### src/rtl/pisa_mem_pkg.sv
// pisa_mem_pkg: shared widths and types for the PISA data/frame RAM port B users
package pisa_mem_pkg;
  localparam int ADDR_W = 17;
  localparam int DATA_W = 32;
  localparam int BE_W = 4;
  typedef enum logic [1:0] {OWN_NONE, OWN_CPU, OWN_VGA} owner_t;
  typedef enum logic {NORMAL, CPU_FORCE} arb_state_t;
endpackage

### src/rtl/rd_tag_pipe.sv
// rd_tag_pipe: RD_LATENCY-deep shift register of read-owner tags
module rd_tag_pipe import pisa_mem_pkg::*; #(
  parameter int RD_LATENCY = 2
) (
  input  logic   clk,
  input  logic   reset,
  input  owner_t tag_in,
  output owner_t tag_out
);
  owner_t stage [RD_LATENCY];
  always_ff @(posedge clk) begin
    if (reset) begin
      for (int i = 0; i < RD_LATENCY; i++) stage[i] <= OWN_NONE;
    end else begin
      stage[0] <= tag_in;
      for (int i = 1; i < RD_LATENCY; i++) stage[i] <= stage[i-1];
    end
  end
  assign tag_out = stage[RD_LATENCY-1];
endmodule

### src/rtl/ram_port_b_arbiter.sv
// ram_port_b_arbiter: shares RAM port B between CPU and VGA, VGA priority with bounded CPU starvation
module ram_port_b_arbiter import pisa_mem_pkg::*; #(
  parameter int RD_LATENCY = 2,
  parameter int STARVE_LIMIT = 4
) (
  input  logic              clk,
  input  logic              reset,
  input  logic              cpu_req,
  input  logic              cpu_we,
  input  logic [ADDR_W-1:0] cpu_addr,
  input  logic [DATA_W-1:0] cpu_wdata,
  input  logic [BE_W-1:0]   cpu_be,
  output logic              cpu_gnt,
  output logic              cpu_rvalid,
  output logic [DATA_W-1:0] cpu_rdata,
  input  logic              vga_req,
  input  logic [ADDR_W-1:0] vga_addr,
  output logic              vga_gnt,
  output logic              vga_rvalid,
  output logic [DATA_W-1:0] vga_rdata,
  output logic [ADDR_W-1:0] address_b,
  output logic [BE_W-1:0]   byteena_b,
  output logic [DATA_W-1:0] data_b,
  output logic              wren_b,
  input  logic [DATA_W-1:0] q_b
);
  localparam int CW = $clog2(STARVE_LIMIT + 1);
  localparam logic [CW-1:0] LIM = CW'(STARVE_LIMIT);
  arb_state_t state;
  logic [CW-1:0] starve_cnt, cnt_next;
  logic force_cpu;
  owner_t tag_in, tag_out;
  always_comb begin
    force_cpu = state == CPU_FORCE;
    cpu_gnt = !reset && cpu_req && (force_cpu || !vga_req);
    vga_gnt = !reset && vga_req && !(force_cpu && cpu_req);
    cnt_next = (!cpu_req || cpu_gnt) ? '0 : (starve_cnt == LIM) ? starve_cnt : starve_cnt + 1'b1;
    address_b = cpu_gnt ? cpu_addr : vga_gnt ? vga_addr : '0;
    byteena_b = cpu_gnt ? cpu_be : vga_gnt ? {BE_W{1'b1}} : '0;
    data_b = cpu_gnt ? cpu_wdata : '0;
    wren_b = cpu_gnt && cpu_we;
    tag_in = cpu_gnt ? (cpu_we ? OWN_NONE : OWN_CPU) : vga_gnt ? OWN_VGA : OWN_NONE;
  end
  // Force is entered on the edge where the denial streak reaches the limit, so the CPU wins the very next cycle.
  always_ff @(posedge clk) begin
    if (reset) begin
      state <= NORMAL;
      starve_cnt <= '0;
    end else begin
      state <= (!force_cpu && cnt_next == LIM) ? CPU_FORCE : NORMAL;
      starve_cnt <= cnt_next;
    end
  end
  rd_tag_pipe #(.RD_LATENCY(RD_LATENCY)) u_tags (
    .clk(clk),
    .reset(reset),
    .tag_in(tag_in),
    .tag_out(tag_out)
  );
  assign cpu_rvalid = !reset && tag_out == OWN_CPU;
  assign vga_rvalid = !reset && tag_out == OWN_VGA;
  assign cpu_rdata = q_b;
  assign vga_rdata = q_b;
endmodule

### config.mk
export PLATFORM = sky130hd
export DESIGN_NAME = ram_port_b_arbiter
export DESIGN_NICKNAME = d
export VERILOG_FILES = /design/src/rtl/pisa_mem_pkg.sv /design/src/rtl/rd_tag_pipe.sv /design/src/rtl/ram_port_b_arbiter.sv
export SDC_FILE = /design/constraint.sdc
export NUM_CORES = 1
export LEC_CHECK = 0
export ABC_AREA = 1
export CORE_AREA = 3 3 89 91
export CTS_CLUSTER_DIAMETER = 120
export DETAILED_ROUTE_END_ITERATION = 6
export DIE_AREA = 0 0 92 94
export PLACE_DENSITY_LB_ADDON = 0.1
export SYNTH_ARGS = -nofsm -noshare
export SYNTH_HDL_FRONTEND = slang
export SYNTH_SLANG_ARGS = --single-unit
### constraint.sdc
create_clock -name clk -period 1.4 [get_ports clk]
set_clock_uncertainty 0.15 [all_clocks]
set_input_delay 0.28 -clock clk [delete_from_list [all_inputs] [get_ports clk]]
set_output_delay 0.28 -clock clk [all_outputs]
set_load 0.01 [all_outputs]
### Word-level counts from Yosys, hierarchy flattened

Memory sizes are Yosys's and may differ from the RTL's.
Index checks and enable logic that the tools add are counted.

| operators by class | value |
|---|---|
| bitwise operators | 2 |
| add/subtract/negate cells | 1 |
| reduce and logical (&&, ||, !) cells | 16 |
| mux-type cells | 16 |
| equality and inequality tests | 4 |

Operators by type and width:

| cell | number |
|---|---|
| 2-to-1 mux 17 bit | 2 |
| 2-to-1 mux 32 bit | 1 |
| logical AND 1 bit | 9 |
| 2-to-1 mux 2 bit | 4 |
| 2-to-1 mux 4 bit | 2 |
| == test 3 bit, second input constant | 2 |
| 2-to-1 mux 3 bit | 2 |
| logical NOT 1 bit | 5 |
| 2-to-1 mux 1 bit | 5 |
| adder 3 x 1 -> 3 bit, second input constant | 1 |
| == test 2 x 1 -> 1 bit, second input constant | 1 |
| == test 2 bit, second input constant | 1 |
| logical OR 1 bit | 2 |
| bitwise OR 1 bit | 2 |

| storage, ports and cells | value |
|---|---|
| bits in registers | 4 |
| bits of input ports | 107 |
| output and inout port bits | 122 |
| bits in writable memories | 4 |
| logic and storage cells | 42 |
| memories kept | 1 |

Memory list:

| memory | words | width | rd ports | clocked after memory_dff | write ports | RTL line | RTL |
|---|---|---|---|---|---|---|---|
| u_tags.stage | 2 | 2 | 2 | 0 | 2 | rd_tag_pipe.sv:10 | `owner_t stage [RD_LATENCY];` |

### Longest topological paths before layout

Gate-level depths: netlist (run 1).

| logic depth | value |
|---|---|
| depth after elaboration | 8 |
| depth in mapped cells | 8 |
| depth with buffers taken out | 8 |

### Modules after synthesis

From an unflattened synthesis (run 1), not the netlist that was laid out.

| second synthesis, totals | value |
|---|---|
| cells, all modules | 251 |
| area total of the unflattened synthesis | 1428.9 sq um |

Modules (own cells, without submodules):

| module | cells each | area an instance (sq um) | times used | sequential area each (sq um) |
|---|---|---|---|---|
| ram_port_b_arbiter | 237 | 1303.8 | 1 | 80.1 |
| rd_tag_pipe | 14 | 125.1 | 1 | 80.1 |

### Least setup slack after synthesis (run 1)

Ideal clock, no wire load.

| path | value |
|---|---|
| path type | register to output |
| start | register state, in the netlist force_cpu |
| end | output port address_b[10] |
| stages on the path, launching flop included | 8 |
| required time | 0.970 ns |
| buffers on the path | 1 |
| arrival time | 0.891 ns |
| setup slack | 0.079 ns |
| cells stage by stage | dfxtp_1 > inv_1 > nand2_1 > nand2_4 > inv_2 > buf_6 > nand2_1 > nand2_1 |

| on the way | value |
|---|---|
| elaborated cells on any way between the ends | 7 |
| those cells by class | 2 x mux; 5 x reduce/logical |

RTL lines:

| element | RTL line | RTL |
|---|---|---|
| start: declaration | ram_port_b_arbiter.sv:29 | `arb_state_t state;` |
| start signal: assignment | ram_port_b_arbiter.sv:50 | `state <= (!force_cpu && cnt_next == LIM) ? CPU_FORCE : NORMAL;` |
| logical OR 1 bit | ram_port_b_arbiter.sv:35 | `cpu_gnt = !reset && cpu_req && (force_cpu \|\| !vga_req);` |
| logical AND 1 bit | ram_port_b_arbiter.sv:35 |  |
| via cpu_gnt | ram_port_b_arbiter.sv:13 | `output logic cpu_gnt,` |
| 2-to-1 mux 17 bit | ram_port_b_arbiter.sv:38 | `address_b = cpu_gnt ? cpu_addr : vga_gnt ? vga_addr : '0;` |
| end: declaration | ram_port_b_arbiter.sv:21 | `output logic [ADDR_W-1:0] address_b,` |

The timed path passes the listed nets, and every way through them passes these cells.

### Worst setup path in the final report (run 1)

| path | value |
|---|---|
| start | register state, in the netlist force_cpu |
| end | output port wren_b |

| on the way | value |
|---|---|
| longest elaborated chain between the ends | 3 |

Ends and longest elaborated chain:

| element | RTL line | RTL |
|---|---|---|
| logical OR 1 bit | ram_port_b_arbiter.sv:35 |  |
| logical AND 1 bit | ram_port_b_arbiter.sv:35 |  |
| logical AND 1 bit | ram_port_b_arbiter.sv:41 | `wren_b = cpu_gnt && cpu_we;` |
| end: declaration | ram_port_b_arbiter.sv:24 | `output logic wren_b,` |

Every way passes these cells.

==> impl_metrics.ini, run 1 <==
[worst_setup_path]
rr_worst_depth = 6
crit_path_cell_trace = inv_2 > nand2_2 > nand2_4 > buf_6 > buf_6 > nor2_1 > buf_2
cp-end-kind = output port
r2r_start = starve_cnt[0]
cp_slowest_stage_delay_ns = 0.34
cp_max_fo = 7
crit_arrival_ns = 1.26
cp-start-kind = register
crit_required_ns = 0.97
regToRegSetupSlack_ns = 0.09
crit_top_cell = buf_6
crit_slowest_cell = dfxtp_2
crit_type = register to output port
r2r_end = force_cpu

[sta]
hold_violations = 0
setup_ws_ns = -0.287
finalSetupViolCount = 56
max_freq_mhz = 593
rsz0062_at_grt = true
maxSlewHeadroom_pct = 85.7
final.period_utilization_pct = 120
tightest_slew_ns = 0.212
min_period_ns = 1.69
finalMaxSlewViolations = 0

[floorplan]
core_area_um2 = 7210
fp.dieArea_um2 = 8650
io_pins = 229
start_util_pct = 19.2
die_w_um = 92
die_y_um = 94
fp-row-count = 31

[worst_hold_path]
hp-class = register to register
hold_end = u_tags.stage[0][2]
min_from = u_tags.stage[0][0]
hold_depth = 2

[synth]
syn_inst = 245
synth_warnings = 0
syn_area_um2 = 1380
syn_area_per_cell_um2 = 5.65
ys_seq_area_share_pct = 11.6
ys_types = 20
yosys.area.top_type = buf_4
synth_nets = 354
netlist_top_cells_area = buf_4 (35%), nand2_1 (18%), inv_1 (12%)
synth-seq-cells = 8
synth.top_cell.area_share_pct = 34.7

[global_routing]
grt_max_degree = 23
grt_usage_pct = 10.6
gr-total-overflow = 0
grt_pass1_wl_um = 7520
grt_antenna_before_repair = 0
grt_pass1_vias = 1558

[finish]
area_growth_pct = 83.6
fin_cells = 434
layout.nets = 446
layout_common_cells = clkdlybuf4s50_1 (71), buf_2 (51), nand2_1 (44)
drive_above_1_share_pct = 43.0
multiInputGateArea_um2 = 643
mostFrequentLayoutCell = clkdlybuf4s50_1
postLayoutCoreUtil_pct = 35.2
fillers = 815
diodes = 0
seqCellArea_um2 = 161

[route]
vias = 1556
ant_nets = 0
drc_errors = 0
wl_per_cell_um = 11.1
drt_iter0_drc = 31
wirelength_um = 4830
vias_per_cell = 3.59
firstDrtPassIters = 5

[placed_design]
portBuffers = 132
gp_congestion = 0.705
dp.cells = 416
dpl.hpwl_um = 3750

[power]
p_per_area_nw_per_um2 = 417
leakage_nw = 1.41
ir_drop_mv = 0.167

[clocking]
clkTransAtPathRegs_ns = 0.04
cts_tree = yes
clk_latency_ns = 0.22
hold_buffers = 0
cts.sinks = 8
cts_root_buf = clkbuf_8
ctsHtreeMaxLevel = 1
numCtsBuffers = 3
cts_buffer_depth = 2

[job]
drv_cap = 0

[outcome]
failed_checks = setup timing
status = finished, violations left
## cell families (layout without fill, tap and decap cells)
| kind of cell | Yosys count | count (layout) | share of synthesized area [%] |
|---|---|---|---|
| buffers and inverters | 117 | 207 | 51.6 |
| AND/OR/NAND/NOR | 115 | 115 | 33.9 |
| AO/OA/AOI/OAI | 3 | 3 | 1.08 |
| adder cells (fa/ha/maj) | 2 | 2 | 1.81 |
| flip-flops | 8 | 8 | 11.6 |
## what timing repair did
item / in CTS / in global routing
gates cloned: 6 / 0
gates resized for setup: 291 / 30
pin swaps: 10 / 3
setup endpoints to repair: 59 / 57
setup buffers: 7 / 2
## state kept, by name (all words and copies together), names as in the netlist
signal        cells
force_cpu         1
starve_cnt        3
u_tags.stage      4
## area by class of cell
type / instances / share of cell area (%)
timing repair buffer: 154 / 53.4
timing repair inverter: 3 / 0.837
tap: 99 / 4.87
inverter: 47 / 7.63
sequential: 8 / 6.35
multi-input combinational: 120 / 25.3
clock buffer: 3 / 1.62
## per-layer routing
layer,share of wire [%],vias to the layer above,GRT usage (%)
li1,-,809,-
met1,36,631,12.1
met2,49,98,17.9
met3,13,18,4.25
met4,1.7,0,3.96
met5,0,-,0
## how the worst max path moves through the flow
stage | start | endpoint | slack (ns) | cells after the start
2_1_floorplan | force_cpu | address_b[10] | 0.08 | 7
3_3_place_gp | reset | address_b[1] | -1.10 | 8
3_5_place_dp | reset | address_b[1] | -1.08 | 8
4_1_cts | force_cpu | address_b[6] | -0.32 | 7
5_1_grt | force_cpu | address_b[6] | -0.37 | 7
6_report | force_cpu | wren_b | -0.29 | 7
## cell usage after synthesis
cell     number
nand2_2       1
nor3_1        1
nor2_1       39
dfxtp_1       8
buf_4        64
inv_2         2
nor2_4        1
inv_1        44
nand2_1      68
nand3_1       2
o21ai_0       1
nand3_4       1
nand2_4       1
buf_2         3
buf_8         1
or2_2         1
a21oi_1       2
ha_1          2
buf_6         2
inv_6         1
## metrics by stage
step	power, W	setup slack [ns]	instance area (µm²)	TNS [ns]	hold WS [ns]
final	0.00106	-0.287	2540	-13.21	0.247
after global routing	0.00113	-0.372	2540	-17.39	0.268
after CTS	0.00105	-0.315	2430	-13.74	0.247
after detailed placement	0.000759	-1.08	2380	-55.77	0.242
after global placement	0.000762	-1.10	2380	-56.09	0.250
after floorplan	0.000578	0.0788	1380	0	0.201
## where the power goes
| part | switching (W) | internal (W) | total [W] |
|---|---|---|---|
| logic | 0.000219 | 0.000336 | 0.000555 |
| clock network | 0.0000826 | 0.000186 | 0.000268 |
| registers | 0.00000200 | 0.000234 | 0.000236 |
| total | 0.000303 | 0.000756 | 0.00106 |
## worst max-delay path, delay by kind of cell, from the launching register on
kind | cells | cell delay [ns]
buffers and inverters | 4 | 0.44
flip-flops | 1 | 0.34
AND/OR/NAND/NOR | 3 | 0.24
Note: power is estimated with default switching activity, not from simulation.
==> run 2, diff against run 1 <==
Settings changed: CAP_MARGIN set to 20, CTS_CLUSTER_SIZE set to 8.
==> results of run 2 <==
Final layout, timing and power as in run 1 (identical DEF).
